==> src/rtl/sar_pkg.sv <==
// Shared types and constants for the SAR conversion sequencer.
//   sar_state_e   - sequencer FSM state encoding
//   SETTLE_W      - width of the settle counter and settle setting
//   SETTLE_MIN    - smallest settle time ever used (a setting of 0 becomes 1)
//   clamp_settle  - applies SETTLE_MIN to a requested settle time
package sar_pkg;

    typedef enum logic [1:0] {
        ST_IDLE   = 2'd0,
        ST_SETTLE = 2'd1,
        ST_DECIDE = 2'd2,
        ST_DONE   = 2'd3
    } sar_state_e;

    localparam int unsigned SETTLE_W   = 32;
    localparam int unsigned SETTLE_MIN = 1;

    // A settle time of zero would never expire, so clamp it up to one cycle.
    function automatic logic [SETTLE_W-1:0] clamp_settle(input logic [SETTLE_W-1:0] value);
        return (value < SETTLE_W'(SETTLE_MIN)) ? SETTLE_W'(SETTLE_MIN) : value;
    endfunction

endpackage

==> src/rtl/settle_timer.sv <==
// Loadable 32-bit down-counter that times the DAC settling window for each bit.
//   clk_i, rst_ni  - clock, asynchronous active-low reset
//   clr_i          - force the count to zero (highest priority)
//   load_i         - load value_i
//   value_i        - reload value
//   dec_i          - count down by one; the count saturates at zero
//   expire_c_o     - combinational: count is 1, so this is the last settle cycle
module settle_timer
    import sar_pkg::*;
(
    input  logic                clk_i,
    input  logic                rst_ni,
    input  logic                clr_i,
    input  logic                load_i,
    input  logic [SETTLE_W-1:0] value_i,
    input  logic                dec_i,
    output logic                expire_c_o
);

    logic [SETTLE_W-1:0] count_q;
    logic [SETTLE_W-1:0] count_d;

    // Next count: clear beats load, load beats decrement.
    always_comb begin
        count_d = count_q;
        if (clr_i) begin
            count_d = '0;
        end else if (load_i) begin
            count_d = value_i;
        end else if (dec_i && (count_q != '0)) begin
            count_d = count_q - SETTLE_W'(1);
        end
    end

    always_ff @(posedge clk_i or negedge rst_ni) begin
        if (!rst_ni) begin
            count_q <= '0;
        end else begin
            count_q <= count_d;
        end
    end

    assign expire_c_o = (count_q == SETTLE_W'(1));

endmodule

==> src/rtl/sar_sequencer.sv <==
// Successive-approximation sequencer driving a PWM DAC and reading back a comparator.
//   i_clk, i_rst_n - clock, asynchronous active-low reset
//   i_start        - start a conversion (accepted only when idle)
//   i_abort        - cancel any conversion and return to idle; wins over i_start
//   i_settle       - cycles per bit for DAC settling, captured at start (0 acts as 1)
//   i_cmp          - comparator, 1 = DAC level above the input
//   o_dac_code     - trial code driven to the DAC (0 while idle)
//   o_busy         - high whenever a conversion is in progress or completing
//   o_done         - one-cycle completion pulse
//   o_result       - last completed conversion, held until the next completion
module sar_sequencer
    import sar_pkg::*;
#(
    parameter int unsigned WIDTH = 8
) (
    input  logic             i_clk,
    input  logic             i_rst_n,
    input  logic             i_start,
    input  logic             i_abort,
    input  logic [31:0]      i_settle,
    input  logic             i_cmp,
    output logic [WIDTH-1:0] o_dac_code,
    output logic             o_busy,
    output logic             o_done,
    output logic [WIDTH-1:0] o_result
);

    localparam int unsigned     IDX_W    = (WIDTH > 1) ? $clog2(WIDTH) : 1;
    localparam logic [WIDTH-1:0] MSB_CODE = WIDTH'(1) << (WIDTH - 1);
    localparam logic [IDX_W-1:0] MSB_IDX  = IDX_W'(WIDTH - 1);

    sar_state_e          state_q,  state_d;
    logic [WIDTH-1:0]    dac_q,    dac_d;
    logic [IDX_W-1:0]    idx_q,    idx_d;
    logic [SETTLE_W-1:0] settle_q, settle_d;
    logic [WIDTH-1:0]    result_q, result_d;
    logic                busy_q,   busy_d;
    logic                done_q,   done_d;

    logic                tmr_clr;
    logic                tmr_load;
    logic                tmr_dec;
    logic [SETTLE_W-1:0] tmr_val;
    logic                tmr_expire;
    logic [SETTLE_W-1:0] settle_clamped;
    logic [WIDTH-1:0]    bit_mask;

    assign settle_clamped = clamp_settle(i_settle);
    assign bit_mask       = WIDTH'(1) << idx_q;

    settle_timer u_settle_timer (
        .clk_i      (i_clk),
        .rst_ni     (i_rst_n),
        .clr_i      (tmr_clr),
        .load_i     (tmr_load),
        .value_i    (tmr_val),
        .dec_i      (tmr_dec),
        .expire_c_o (tmr_expire)
    );

    // Next-state, SAR register and timer control.
    always_comb begin
        state_d  = state_q;
        dac_d    = dac_q;
        idx_d    = idx_q;
        settle_d = settle_q;
        result_d = result_q;
        tmr_clr  = 1'b0;
        tmr_load = 1'b0;
        tmr_dec  = 1'b0;
        tmr_val  = settle_q;

        if (i_abort) begin
            state_d = ST_IDLE;
            dac_d   = '0;
            idx_d   = '0;
            tmr_clr = 1'b1;
        end else begin
            unique case (state_q)
                ST_IDLE: begin
                    if (i_start) begin
                        state_d  = ST_SETTLE;
                        dac_d    = MSB_CODE;
                        idx_d    = MSB_IDX;
                        settle_d = settle_clamped;
                        tmr_load = 1'b1;
                        tmr_val  = settle_clamped;
                    end
                end
                ST_SETTLE: begin
                    tmr_dec = 1'b1;
                    if (tmr_expire) begin
                        state_d = ST_DECIDE;
                    end
                end
                ST_DECIDE: begin
                    // Comparator high means the trial overshot: drop the current bit.
                    dac_d = i_cmp ? (dac_q & ~bit_mask) : dac_q;
                    if (idx_q != '0) begin
                        dac_d    = dac_d | (bit_mask >> 1);
                        idx_d    = idx_q - IDX_W'(1);
                        tmr_load = 1'b1;
                        state_d  = ST_SETTLE;
                    end else begin
                        result_d = dac_d;
                        state_d  = ST_DONE;
                    end
                end
                ST_DONE: begin
                    state_d = ST_IDLE;
                    dac_d   = '0;
                end
                default: begin
                    state_d = ST_IDLE;
                    dac_d   = '0;
                    idx_d   = '0;
                end
            endcase
        end

        busy_d = (state_d != ST_IDLE);
        done_d = (state_d == ST_DONE);
    end

    always_ff @(posedge i_clk or negedge i_rst_n) begin
        if (!i_rst_n) begin
            state_q  <= ST_IDLE;
            dac_q    <= '0;
            idx_q    <= '0;
            settle_q <= '0;
            result_q <= '0;
            busy_q   <= 1'b0;
            done_q   <= 1'b0;
        end else begin
            state_q  <= state_d;
            dac_q    <= dac_d;
            idx_q    <= idx_d;
            settle_q <= settle_d;
            result_q <= result_d;
            busy_q   <= busy_d;
            done_q   <= done_d;
        end
    end

    assign o_dac_code = dac_q;
    assign o_busy     = busy_q;
    assign o_done     = done_q;
    assign o_result   = result_q;

endmodule

==> config.mk <==
export PLATFORM = sky130hd
export DESIGN_NAME = sar_sequencer
export DESIGN_NICKNAME = d
export VERILOG_FILES = /design/src/rtl/sar_pkg.sv /design/src/rtl/settle_timer.sv /design/src/rtl/sar_sequencer.sv
export SDC_FILE = /design/constraint.sdc
export NUM_CORES = 1
export LEC_CHECK = 0
export BUFFER_PORTS_ARGS = -buffer_cell sky130_fd_sc_hd__buf_2
export CAP_MARGIN = 20
export CORE_MARGIN = 2
export CORE_UTILIZATION = 30
export DETAILED_ROUTE_END_ITERATION = 16
export SETUP_SLACK_MARGIN = 0.1
export SYNTH_ARGS = -nofsm -noshare
export SYNTH_HDL_FRONTEND = slang
export SYNTH_HIERARCHICAL = 1
export SYNTH_SLANG_ARGS = --single-unit
==> constraint.sdc <==
create_clock -name i_clk -period 6.1 [get_ports i_clk]
set_input_delay 0.61 -clock i_clk [delete_from_list [all_inputs] [get_ports i_clk]]
set_output_delay 0.61 -clock i_clk [all_outputs]
set_load 0.01 [all_outputs]
# Word level (Yosys, flattened, before mapping)

Cells that the tools add are included.

Bits in registers: 87
Bits of input ports: 37
Output and inout port bits: 18
Logic and storage cells: 63

Add/subtract/negate cells: 2
Magnitude comparators: 1
Eq/ne operators: 7
Shift-type cells: 1
Mux-type cells: 28
Bitwise gates (word level): 5
Reduce and logical (&&, ||, !) cells: 11

Operators with widths:

| operator                | number |
|---|---|
| $mux W32                | 7 |
| $eq A32 B1 Y1 const B   | 1 |
| $lt A32 B1 Y1 const B   | 1 |
| $mux W8                 | 4 |
| $reduce_bool A32 Y1     | 1 |
| $sub A32 B1 Y32 const B | 1 |
| $pmux W8 S3             | 1 |
| $mux W3                 | 3 |
| $reduce_bool A3 Y1      | 3 |
| $and A8 B8 Y8           | 1 |
| $mux W2                 | 4 |
| $not A8 Y8              | 1 |
| $or A8 B7 Y8            | 1 |
| $pmux W2 S4             | 1 |
| $shl A1 B3 Y8 const A   | 1 |
| $eq A2 B2 Y1 const B    | 3 |
| $mux W1                 | 6 |
| $ne A3 B3 Y1 const B    | 2 |
| $pmux W3 S2             | 1 |
| $reduce_and A3 Y1       | 2 |
| $reduce_bool A4 Y1      | 1 |
| $sub A3 B1 Y3 const B   | 1 |
| $eq A2 B1 Y1 const B    | 1 |
| $logic_not A2 Y1        | 1 |
| other kinds (5)         | 6 |

# Depth between registers and ports, before layout

Gate-level depths: netlist of run 1.

Depth in word-level cells: 8
Mapped depth: 9
Mapped depth without buffers: 7

# By module

Netlist of run 1, hierarchy kept.

Modules (own cells, without submodules):

| module        | instances | cells each | area an instance (um^2) | seq. area each (um^2) |
|---|---|---|---|---|
| sar_sequencer | 1         | 201        | 2463.6                  | 1376.3 |
| settle_timer  | 1         | 252        | 2252.2                  | 800.8 |

# Least setup slack after synthesis of run 1

OpenSTA, ideal clock, no wires.

Path kind: input to register
From: input i_abort
To: register u_settle_timer.count_q[31]
Setup time: 0.125 ns
Arrival: 2.634 ns
Data required time: 5.975 ns
Setup slack: 3.341 ns
Stages on the path: 8
Path buffers: 2
Cells stage by stage: clkbuf_2 nor3b_1 clkbuf_1 nor2b_1 nand3_1 nor4_2 mux2_2 a2111oi_0

Cells in the longest elaborated chain, start to end: 3
Elaborated cells on any way between the ends: 8
Those cells by class: mux (6); reduce/logical (2)

Ends and longest elaborated chain:

| element                      | line                | RTL |
|---|---|---|
| start, declared              | sar_sequencer.sv:19 | `input logic i_abort,` |
| $mux W1                      | sar_sequencer.sv:73 | `if (i_abort) begin` |
| net tmr_dec                  | sar_sequencer.sv:42 | `logic tmr_dec;` |
| $logic_and A1 B1 Y1          | settle_timer.sv:30  | `end else if (dec_i && (count_q != '0)) begin` |
| $reduce_bool A3 Y1 (no line) | -                   |  |
| end signal, assigned         | settle_timer.sv:39  | `count_q <= count_d;` |
| end, declared                | settle_timer.sv:20  | `logic [SETTLE_W-1:0] count_q;` |

The timed path passes the listed nets, and every way through them passes these cells.
A chain may end at the register's enable or synchronous reset.

# Worst setup path in the final report of run 1

From: input i_abort
To: register u_settle_timer.count_q[28]

Cells in the longest elaborated chain, start to end: 3
Elaborated cells on any way between the ends: 8
Those cells by class: mux (6); reduce/logical (2)

Ends and longest elaborated chain:

| element      | line                | RTL |
|---|---|---|
| $mux W1 *    | sar_sequencer.sv:73 |  |
| net tmr_load | sar_sequencer.sv:41 | `logic tmr_load;` |
| $mux W32     | settle_timer.sv:28  | `end else if (load_i) begin` |
| $mux W32     | settle_timer.sv:26  | `if (clr_i) begin` |

The timed path passes the listed nets; every way through them passes the cells marked *.

==> flow_metrics.py, run 1 <==
metrics = {
    "worst_setup_path": {
        "worstPathRequired_ns": 6.30,
        "crit_path_frequent_cell": "buf_4",
        "crit_fanout": 55,
        "cp_top_family": "buffers and inverters",
        "worstPathCellList": "buf_2 -> nor4b_4 -> buf_4 -> o21bai_1 -> buf_4 -> inv_2 -> and4_1 -> a2111oi_0",
        "max_stage_delay_ns": 0.43,
        "r2r_end": "u_settle_timer/count_q[28]",
        "reg2reg_depth": 7,
        "critical_path_class": "in -> reg",
        "rr_startpoint": "state_q[1]",
        "crit_path_end_kind": "flop",
        "startpoint_type": "input port",
        "crit_end": "u_settle_timer/count_q[28]",
        "path_buf_inv": 4,
        "crit_arrival_ns": 3.28,
        "startpoint": "i_abort",
        "ff2ff_setup_slack_ns": 3.16,
        "critical_path_cell_count": 8,
        "critPathSlowestCell": "buf_4",
    },
    "finish": {
        "drive_above_1_share_pct": 26.1,
        "fin_nets": 541,
        "final_cell_area_um2": 5490,
        "syn_to_final_growth_pct": 16.5,
        "insertedDiodeCount": 0,
        "final_cell_mix": "dfrtp_1 (87), buf_2 (53), nor2_1 (50)",
        "layout.cells.most_common": "dfrtp_1",
    },
    "power": {
        "power.density_nw_per_um2": 291,
        "p_leak_uw": 0.00227,
        "ir_drop_mv": 0.172,
    },
    "logic_synthesis": {
        "synth_warnings": 6,
        "mappedNetlistArea_um2": 4720,
        "yosys.area.top_type_share_pct": 46.2,
        "synth-seq-cells": 87,
        "ys_top_cells_by_area": "dfrtp_1 (46%), mux2_2 (8.4%), nor2_1 (4.0%)",
        "synth_area_leader_cell": "dfrtp_1",
        "synth_edf_count": 0,
        "ys_types": 63,
        "synthFlopType": "dfrtp_1",
        "async_reset_ff_share_pct": 100,
        "synth_fp_nets": 497,
        "synth_cells": 453,
        "yosysSeqAreaShare_pct": 46.2,
        "syn_area_per_cell_um2": 10.4,
    },
    "cts": {
        "clk_latency_ns": 0.34,
        "cts-root-buf": "clkbuf_16",
        "postCtsHoldBufs": 0,
        "cts_buffers": 9,
        "ctsResizeCount": 0,
        "postCtsSetupBuffers": 0,
        "h-tree-depth": 3,
        "path_clk_slew_ns": 0.06,
        "cts_tree": "yes",
        "cts.path.max_buffers": 2,
        "clock_sinks": 87,
    },
    "global_routing": {
        "grt_pass1_vias": 3839,
        "antenna_found_initial": 0,
        "grt-ovfl-total": 0,
        "track_usage_pct": 14.2,
        "grt_max_degree": 88,
        "grt_first_pass_wirelength_mm": 18.8,
    },
    "route": {
        "drt-wirelength-per-cell_um": 15.8,
        "routed_wl_mm": 11.3,
        "wl_met1_mm": 5.11,
        "antenna_left": 0,
        "num_vias": 3697,
        "dr_wl_met3_um": 426,
        "highest_layer": "met4",
        "wl_met2_mm": 5.45,
        "drt_iter0_drc": 199,
        "dr.pass1.iters": 4,
        "vias_per_cell": 5.19,
        "drc": 0,
    },
    "sta": {
        "min_period_ns": 3.09,
        "max_freq_mhz": 324,
        "hold_violations": 0,
        "maxSlewViolCount": 0,
        "setup_viol": 0,
        "fin_tns_setup_ns": 0,
        "fin_skew_ns": 0.00651,
        "tightestPinTransition_ns": 0.906,
        "rsz0062_at_grt": "false",
        "slew_headroom_pct": 39.6,
        "finalCritPeriodShare_pct": 50.6,
    },
    "floorplanning": {
        "coreArea_um2": 15300,
        "rows": 45,
        "die_y_um": 129,
        "die_w_um": 129,
        "start_util_pct": 30.9,
        "die_area_um2": 16700,
        "io_pins": 55,
    },
    "run_status": {
        "status": "completed",
    },
    "placed_design": {
        "hpwl_mm": 7.92,
        "io_buffers": 54,
        "place_area_um2": 5130,
        "routabilityCongestion": 0.871,
    },
    "run": {
        "drv_cap": 0,
    },
    "min_path": {
        "hold_path.class": "in -> async",
    },
}
## cells in the mapped netlist (all sizes together), types with 4 or more instances
| library cell | number |
|---|---|
| dfrtp | 87 |
| nand3 | 10 |
| a21oi | 13 |
| nand2 | 23 |
| a22oi | 5 |
| inv | 13 |
| nor2b | 7 |
| nor4 | 16 |
| buf | 10 |
| xor2 | 5 |
| nor3 | 20 |
| a211oi | 17 |
| nor3b | 4 |
| clkbuf | 15 |
| nand4 | 13 |
| a2111oi | 8 |
| o21ai | 13 |
| o31ai | 4 |
| or4 | 7 |
| and4 | 4 |
| a22o | 5 |
| mux2 | 35 |
| a311oi | 9 |
| nand2b | 5 |
| xnor2 | 11 |
| nor2 | 50 |
| ha | 7 |
## registers in the layout, summed over array words and instances, names as in the netlist
name                    count
o_busy                      1
state_q                     2
u_settle_timer/count_q     32
idx_q                       3
o_done                      1
settle_q                   32
o_dac_code                  8
o_result                    8
## worst reg2reg max path: cells and delay by family (launching register included)
family	cells	cell delay [ns]
and+or+nand+nor	2	0.68
AOI/OAI and AO/OA	2	0.58
DFF	1	0.51
buffers and inverters	3	1.02
## routing by layer
layer  up-vias  global-route usage (%)
met5         -                       0
met4         0                    6.01
met3        17                    3.72
met2        80                    24.0
met1      1826                    17.3
li1       1774                       -
## where the power goes
group          switching, uW  internal, uW  total [uW]
clock                    221           389         610
sequential              41.9           641         683
combinational            179           127         306
## layout make-up
class / instances / area, um^2
fill: 1531 / 9770
multi-input combinational: 328 / 2350
sequential: 87 / 2180
timing repair buffer: 58 / 323
clock buffer: 12 / 267
tap: 211 / 264
clock inverter: 3 / 65.1
inverter: 13 / 48.8
## logic make-up after synthesis
logic type / count (synthesis) / synth area share (%)
compound gates: 90 / 14.5
fa+ha+maj: 7 / 1.86
mux: 35 / 8.36
flops: 87 / 46.2
xor+xnor: 16 / 2.97
buf+inv: 38 / 4.03
simple gates: 180 / 22.1
## worst min path at each step
stage	start	to	slack, ns	cells past startpoint
after global placement	o_result[2]	o_result[2]	0.46	2
final	i_rst_n	o_result[1]	0.25	1
after global routing	i_rst_n	o_result[1]	0.29	1
after floorplan	i_rst_n	idx_q[0]	0.31	0
after detailed placement	o_result[3]	o_result[3]	0.47	2
after CTS	o_result[3]	o_result[3]	0.48	2
## metrics by stage
step                worst slack, ns  utilization, %  power, uW  hold WS, ns  std cells
global placement               2.83            33.6        985        0.456        696
finish                         3.01            36.0       1600        0.253        712
floorplan                      3.34               -        908        0.314        453
detailed placement             2.59            33.6        997        0.470        696
CTS                            3.00            35.8       1610        0.483        711
global route                   2.71            36.0       1680        0.295        712
No activity file was read; power rests on OpenSTA's default activity.
==> run 2, diff against run 1 <==
clock period = 2.75 ns   (was 6.1 ns; I/O delays follow)
==> run 2 against run 1 <==
Effect of this change: via count grew 1.2%; utilization grew 0.77 points; sequential cell count is the same; largest power group unchanged; register-to-register slack lost 2.9 ns; cell count grew 2.5%; clock power grew 120%; non-clock buffer count grew 17; largest cell class unchanged; worst setup slack lost 2.7 ns; wire length grew 1.8%; sequential share of layout area shrank 0.83 points; die area is the same; critical path depth shrank 3.
==> flow_metrics.py, run 2 (synthesized netlist as in run 1, its figures left out) <==
metrics = {
    "run_status": {
        "status": "completed",
    },
    "cts": {
        "cts_buffers": 9,
        "path_clk_slew_ns": 0.07,
        "cts.path.max_buffers": 2,
        "clock_sinks": 87,
        "cts-root-buf": "clkbuf_16",
        "cts_tree": "yes",
        "clk_latency_ns": 0.35,
        "postCtsSetupBuffers": 0,
        "h-tree-depth": 3,
        "ctsResizeCount": 0,
    },
    "power": {
        "power.density_nw_per_um2": 632,
        "p_total_uw": 3550,
        "ir_drop_mv": 0.315,
        "p_leak_uw": 0.00235,
    },
    "placed_design": {
        "routabilityCongestion": 0.870,
        "hpwl_mm": 8.35,
        "io_buffers": 54,
    },
    "worst_setup_path": {
        "worstPathCellList": "or4_4 -> or2_1 -> nor4_2 -> mux2_2 -> a2111oi_0",
        "ff2ff_setup_slack_ns": 0.30,
        "reg2reg_depth": 5,
        "rr_startpoint": "u_settle_timer/count_q[24]",
        "worstPathRequired_ns": 2.97,
        "startpoint": "u_settle_timer/count_q[24]",
        "max_stage_delay_ns": 0.57,
        "crit_fanout": 4,
        "r2r_end": "u_settle_timer/count_q[31]",
        "critPathSlowestCell": "or4_4",
        "crit_arrival_ns": 2.67,
        "critical_path_class": "reg -> reg",
        "startpoint_type": "flop",
        "crit_path_end_kind": "flop",
    },
    "global_routing": {
        "grt-ovfl-total": 0,
        "track_usage_pct": 14.6,
        "grt_max_degree": 52,
        "grt_pass1_vias": 3820,
        "antenna_found_initial": 0,
        "grt_first_pass_wirelength_mm": 19.2,
    },
    "sta": {
        "fin_tns_setup_ns": 0,
        "fin_skew_ns": 0.00817,
        "tightestPinTransition_ns": 0.674,
        "min_period_ns": 2.45,
        "max_freq_mhz": 408,
        "rsz0062_at_grt": "false",
        "hold_violations": 0,
        "setup_viol": 0,
        "maxSlewViolCount": 0,
        "slew_headroom_pct": 55.1,
        "finalCritPeriodShare_pct": 89.0,
    },
    "route": {
        "drt_iter0_drc": 208,
        "num_vias": 3741,
        "routed_wl_mm": 11.5,
        "antenna_left": 0,
        "vias_per_cell": 5.12,
        "drt-wirelength-per-cell_um": 15.7,
        "drc": 0,
        "dr.pass1.iters": 5,
    },
    "min_path": {
        "hold_path.class": "in -> reg",
        "hold_depth": 2,
        "hold_end": "settle_q[2]",
        "min_from": "i_settle[2]",
    },
    "finish": {
        "nFillCells": 1564,
        "drive_above_1_share_pct": 28.1,
        "syn_to_final_growth_pct": 19.0,
        "reg.largest.list": "settle_q (32), u_settle_timer/count_q (32)",
        "fin_nets": 558,
        "layout.cells.most_common": "dfrtp_1",
        "final_cell_mix": "dfrtp_1 (87), buf_2 (53), nor2_1 (50)",
        "insertedDiodeCount": 0,
    },
    "floorplanning": {
        "start_util_pct": 30.9,
        "rows": 45,
        "die_y_um": 129,
        "die_w_um": 129,
        "die_area_um2": 16700,
        "io_pins": 55,
        "coreArea_um2": 15300,
    },
    "run": {
        "drv_cap": 0,
    },
}
-- run 2: where the power goes --
part	switching (uW)	total (uW)	internal (uW)
logic	399	719	320
clock network	518	1320	800
registers	89.0	1510	1420
total	1010	3550	2540
-- run 2: worst max-delay path by stage --
stage                                       to  slack (ns)
floorplan           u_settle_timer/count_q[31]        0.19
global placement    u_settle_timer/count_q[31]        0.38
detailed placement  u_settle_timer/count_q[31]        0.32
CTS                 u_settle_timer/count_q[31]        0.30
global route        u_settle_timer/count_q[23]        0.12
finish              u_settle_timer/count_q[31]        0.30
-- run 2: layout make-up --
| class | count | area, um^2 | area share, % |
|---|---|---|---|
| clock buffers | 11 | 233 | 4.15 |
| inverters | 13 | 48.8 | 0.870 |
| multi-input cells | 328 | 2350 | 41.9 |
| repair buffers | 75 | 458 | 8.16 |
| clock inverters | 5 | 81.3 | 1.45 |
| well taps | 211 | 264 | 4.71 |
| flip-flops and latches | 87 | 2180 | 38.8 |
-- run 2: per-layer routing --
metal / track usage, % / share of wire, %
met5: 0 / 0
met2: 23.8 / 50
met1: 19.0 / 44
met4: 4.48 / 1.4
met3: 3.96 / 4.4
-- run 2: critical path: cells and delay by family (launching register included) --
kind,cells,cell delay (ns)
flip-flops,1,0.41
multiplexers,1,0.37
AO/OA/AOI/OAI,1,0.35
AND/OR/NAND/NOR,3,1.20
-- run 2: stage by stage --
| step | instances | instance area [um^2] | setup slack (ns) | utilization (%) | hold slack, ns |
|---|---|---|---|---|---|
| finish | 730 | 5610 | 0.302 | 36.8 | 0.194 |
| global route | 730 | 5610 | 0.121 | 36.8 | 0.185 |
| CTS | 730 | 5610 | 0.297 | 36.8 | 0.180 |
| detailed placement | 713 | 5290 | 0.319 | 34.6 | 0.358 |
| global placement | 713 | 5290 | 0.381 | 34.6 | 0.350 |
| floorplan | 453 | 4720 | 0.188 | - | -0.0206 |
-- run 2: timing repair --
action                                  CTS  global route
hold buffers                              1             0
endpoints found under the hold margin    50             0
endpoints found under the setup margin    0             0
==> run 3, diff against run 2 <==
clock period = 2.4 ns   (was 2.75 ns; I/O delays follow)
==> run 3 against run 2 <==
Effect of this change: global-route usage up 0.78 points; maximum frequency rose by 6.5%; worst hold slack worse by 0.035 ns; die area stayed put; via count up 2.8%; clock-buffer cell count rose by 2; clock power grew 11%; sequential cell count unchanged; worst setup slack got worse by 0.20 ns; sequential power rose by 14%; critical path type unchanged; largest power group unchanged.
==> flow_metrics.py, run 3 (synthesized netlist as in run 1, its figures left out) <==
metrics = {
    "run_status": {
        "status": "completed",
    },
    "finish": {
        "drive_above_1_share_pct": 35.2,
        "reg.largest.list": "settle_q (32), u_settle_timer/count_q (32)",
        "stdcell_count": 751,
        "syn_to_final_growth_pct": 26.5,
        "final_cell_mix": "dfrtp_1 (86), buf_2 (53), nor2_1 (48)",
        "insertedDiodeCount": 0,
        "layout.cells.most_common": "dfrtp_1",
        "fin_nets": 580,
    },
    "run": {
        "drv_cap": 0,
    },
    "sta": {
        "maxSlewViolCount": 0,
        "min_period_ns": 2.30,
        "finalCritPeriodShare_pct": 95.8,
        "setup_viol": 0,
        "rsz0062_at_grt": "true",
        "tightestPinTransition_ns": 0.510,
        "fin_skew_ns": 0.00668,
        "fin_ws_ns": 0.101,
        "hold_violations": 0,
        "max_freq_mhz": 435,
        "slew_headroom_pct": 65.1,
        "fin_tns_setup_ns": 0,
    },
    "floorplanning": {
        "start_util_pct": 30.9,
        "rows": 45,
        "die_w_um": 129,
        "coreArea_um2": 15300,
        "die_y_um": 129,
        "die_area_um2": 16700,
        "io_pins": 55,
    },
    "cts": {
        "cts_tree": "yes",
        "cts.path.max_buffers": 2,
        "cts-root-buf": "clkbuf_16",
        "h-tree-depth": 3,
        "cts_buffers": 9,
        "path_clk_slew_ns": 0.06,
        "clock_sinks": 87,
        "clk_latency_ns": 0.35,
    },
    "placed_design": {
        "routabilityCongestion": 0.909,
        "io_buffers": 54,
        "pre_cts_ws_ns": 0.0637,
        "dp.cells": 729,
        "hpwl_mm": 8.60,
    },
    "worst_setup_path": {
        "worstPathRequired_ns": 2.65,
        "ff2ff_setup_slack_ns": 0.10,
        "crit_arrival_ns": 2.55,
        "reg2reg_depth": 5,
        "crit_fanout": 6,
        "r2r_end": "u_settle_timer/count_q[13]",
        "critical_path_class": "reg -> reg",
        "rr_startpoint": "u_settle_timer/count_q[20]",
        "startpoint_type": "flop",
        "crit_path_end_kind": "flop",
    },
    "global_routing": {
        "antenna_found_initial": 0,
        "grt_first_pass_wirelength_mm": 19.9,
        "track_usage_pct": 15.4,
        "grt_max_degree": 42,
        "grt_pass1_vias": 4039,
        "grt-ovfl-total": 0,
    },
    "power": {
        "ir_drop_mv": 0.385,
        "p_leak_uw": 0.00250,
        "power.density_nw_per_um2": 701,
    },
    "route": {
        "drt_iter0_drc": 206,
        "antenna_left": 0,
        "num_vias": 3845,
        "drt-wirelength-per-cell_um": 16.0,
        "drc": 0,
        "vias_per_cell": 5.12,
        "dr.pass1.iters": 4,
        "routed_wl_mm": 12.0,
    },
    "min_path": {
        "hold_end": "settle_q[20]",
        "hold_depth": 2,
        "min_from": "i_settle[20]",
        "hold_path.class": "in -> reg",
    },
}
## run 3: cell count changes in the layout (fill, tap and decap cells not counted), sizes merged
cell / before / now
buf: 74 / 96
clkbuf: 11 / 13
bufinv: 2 / 1
clkinv: 2 / 1
inv: 14 / 13
## run 3: report_power, final
group | total, uW | switching, uW | internal [uW]
logic | 989 | 540 | 449
clock network | 1470 | 584 | 889
registers | 1720 | 92.6 | 1630
total | 4180 | 1220 | 2970
## run 3: metal layers
| metal | GRT usage (%) | share of wire (%) | vias up |
|---|---|---|---|
| met2 | 25.7 | 49 | 84 |
| met3 | 4.05 | 4.1 | 21 |
| met4 | 5.63 | 2.3 | 0 |
| met5 | 0 | 0 | - |
| met1 | 19.2 | 45 | 1892 |
| li1 | - | - | 1848 |
## run 3: worst max-delay path by stage
stage,startpoint,endpoint,cells past startpoint
finish,u_settle_timer/count_q[20],u_settle_timer/count_q[13],5
floorplan,state_q[0],u_settle_timer/count_q[26],9
global placement,u_settle_timer/count_q[16],u_settle_timer/count_q[19],5
detailed placement,u_settle_timer/count_q[16],u_settle_timer/count_q[11],5
CTS,u_settle_timer/count_q[25],u_settle_timer/count_q[11],5
global route,u_settle_timer/count_q[19],u_settle_timer/count_q[13],5
## run 3: worst max-delay path, cell delays in order, from the launching register on
cell	delay (ns)
dfrtp_1	0.39
or4_4	0.56
or4_4	0.64
o21ai_4	0.25
o31ai_1	0.09
a311oi_1	0.26
## run 3: layout make-up
cell class,count,area (um^2)
clock inverters,2,38.8
repair buffers,97,652
clock buffers,13,270
multi-input cells,328,2510
flip-flops and latches,87,2180
inverters,13,48.8
well taps,211,264
fillers,1528,9290
## run 3: repair_timing
action / in CTS / in global routing
setup buffers: 1 / 5
endpoints found under the setup margin: 9 / 23
gates resized for setup: 3 / 28
hold endpoints to repair: 28 / 0
pin swaps: 6 / 18
hold buffers: 1 / 0
## run 3: metrics by stage
| step | utilization, % | power [uW] | hold slack, ns | area (um^2) |
|---|---|---|---|---|
| 6_report | 39.1 | 4180 | 0.158 | 5970 |
| 3_3_place_gp | 35.8 | 2620 | 0.205 | 5470 |
| 4_1_cts | 38.1 | 4150 | 0.142 | 5810 |
| 3_5_place_dp | 35.8 | 2650 | 0.204 | 5470 |
| 2_1_floorplan | - | 2320 | -0.0556 | 4770 |
| 5_1_grt | 39.1 | 4400 | 0.146 | 5970 |
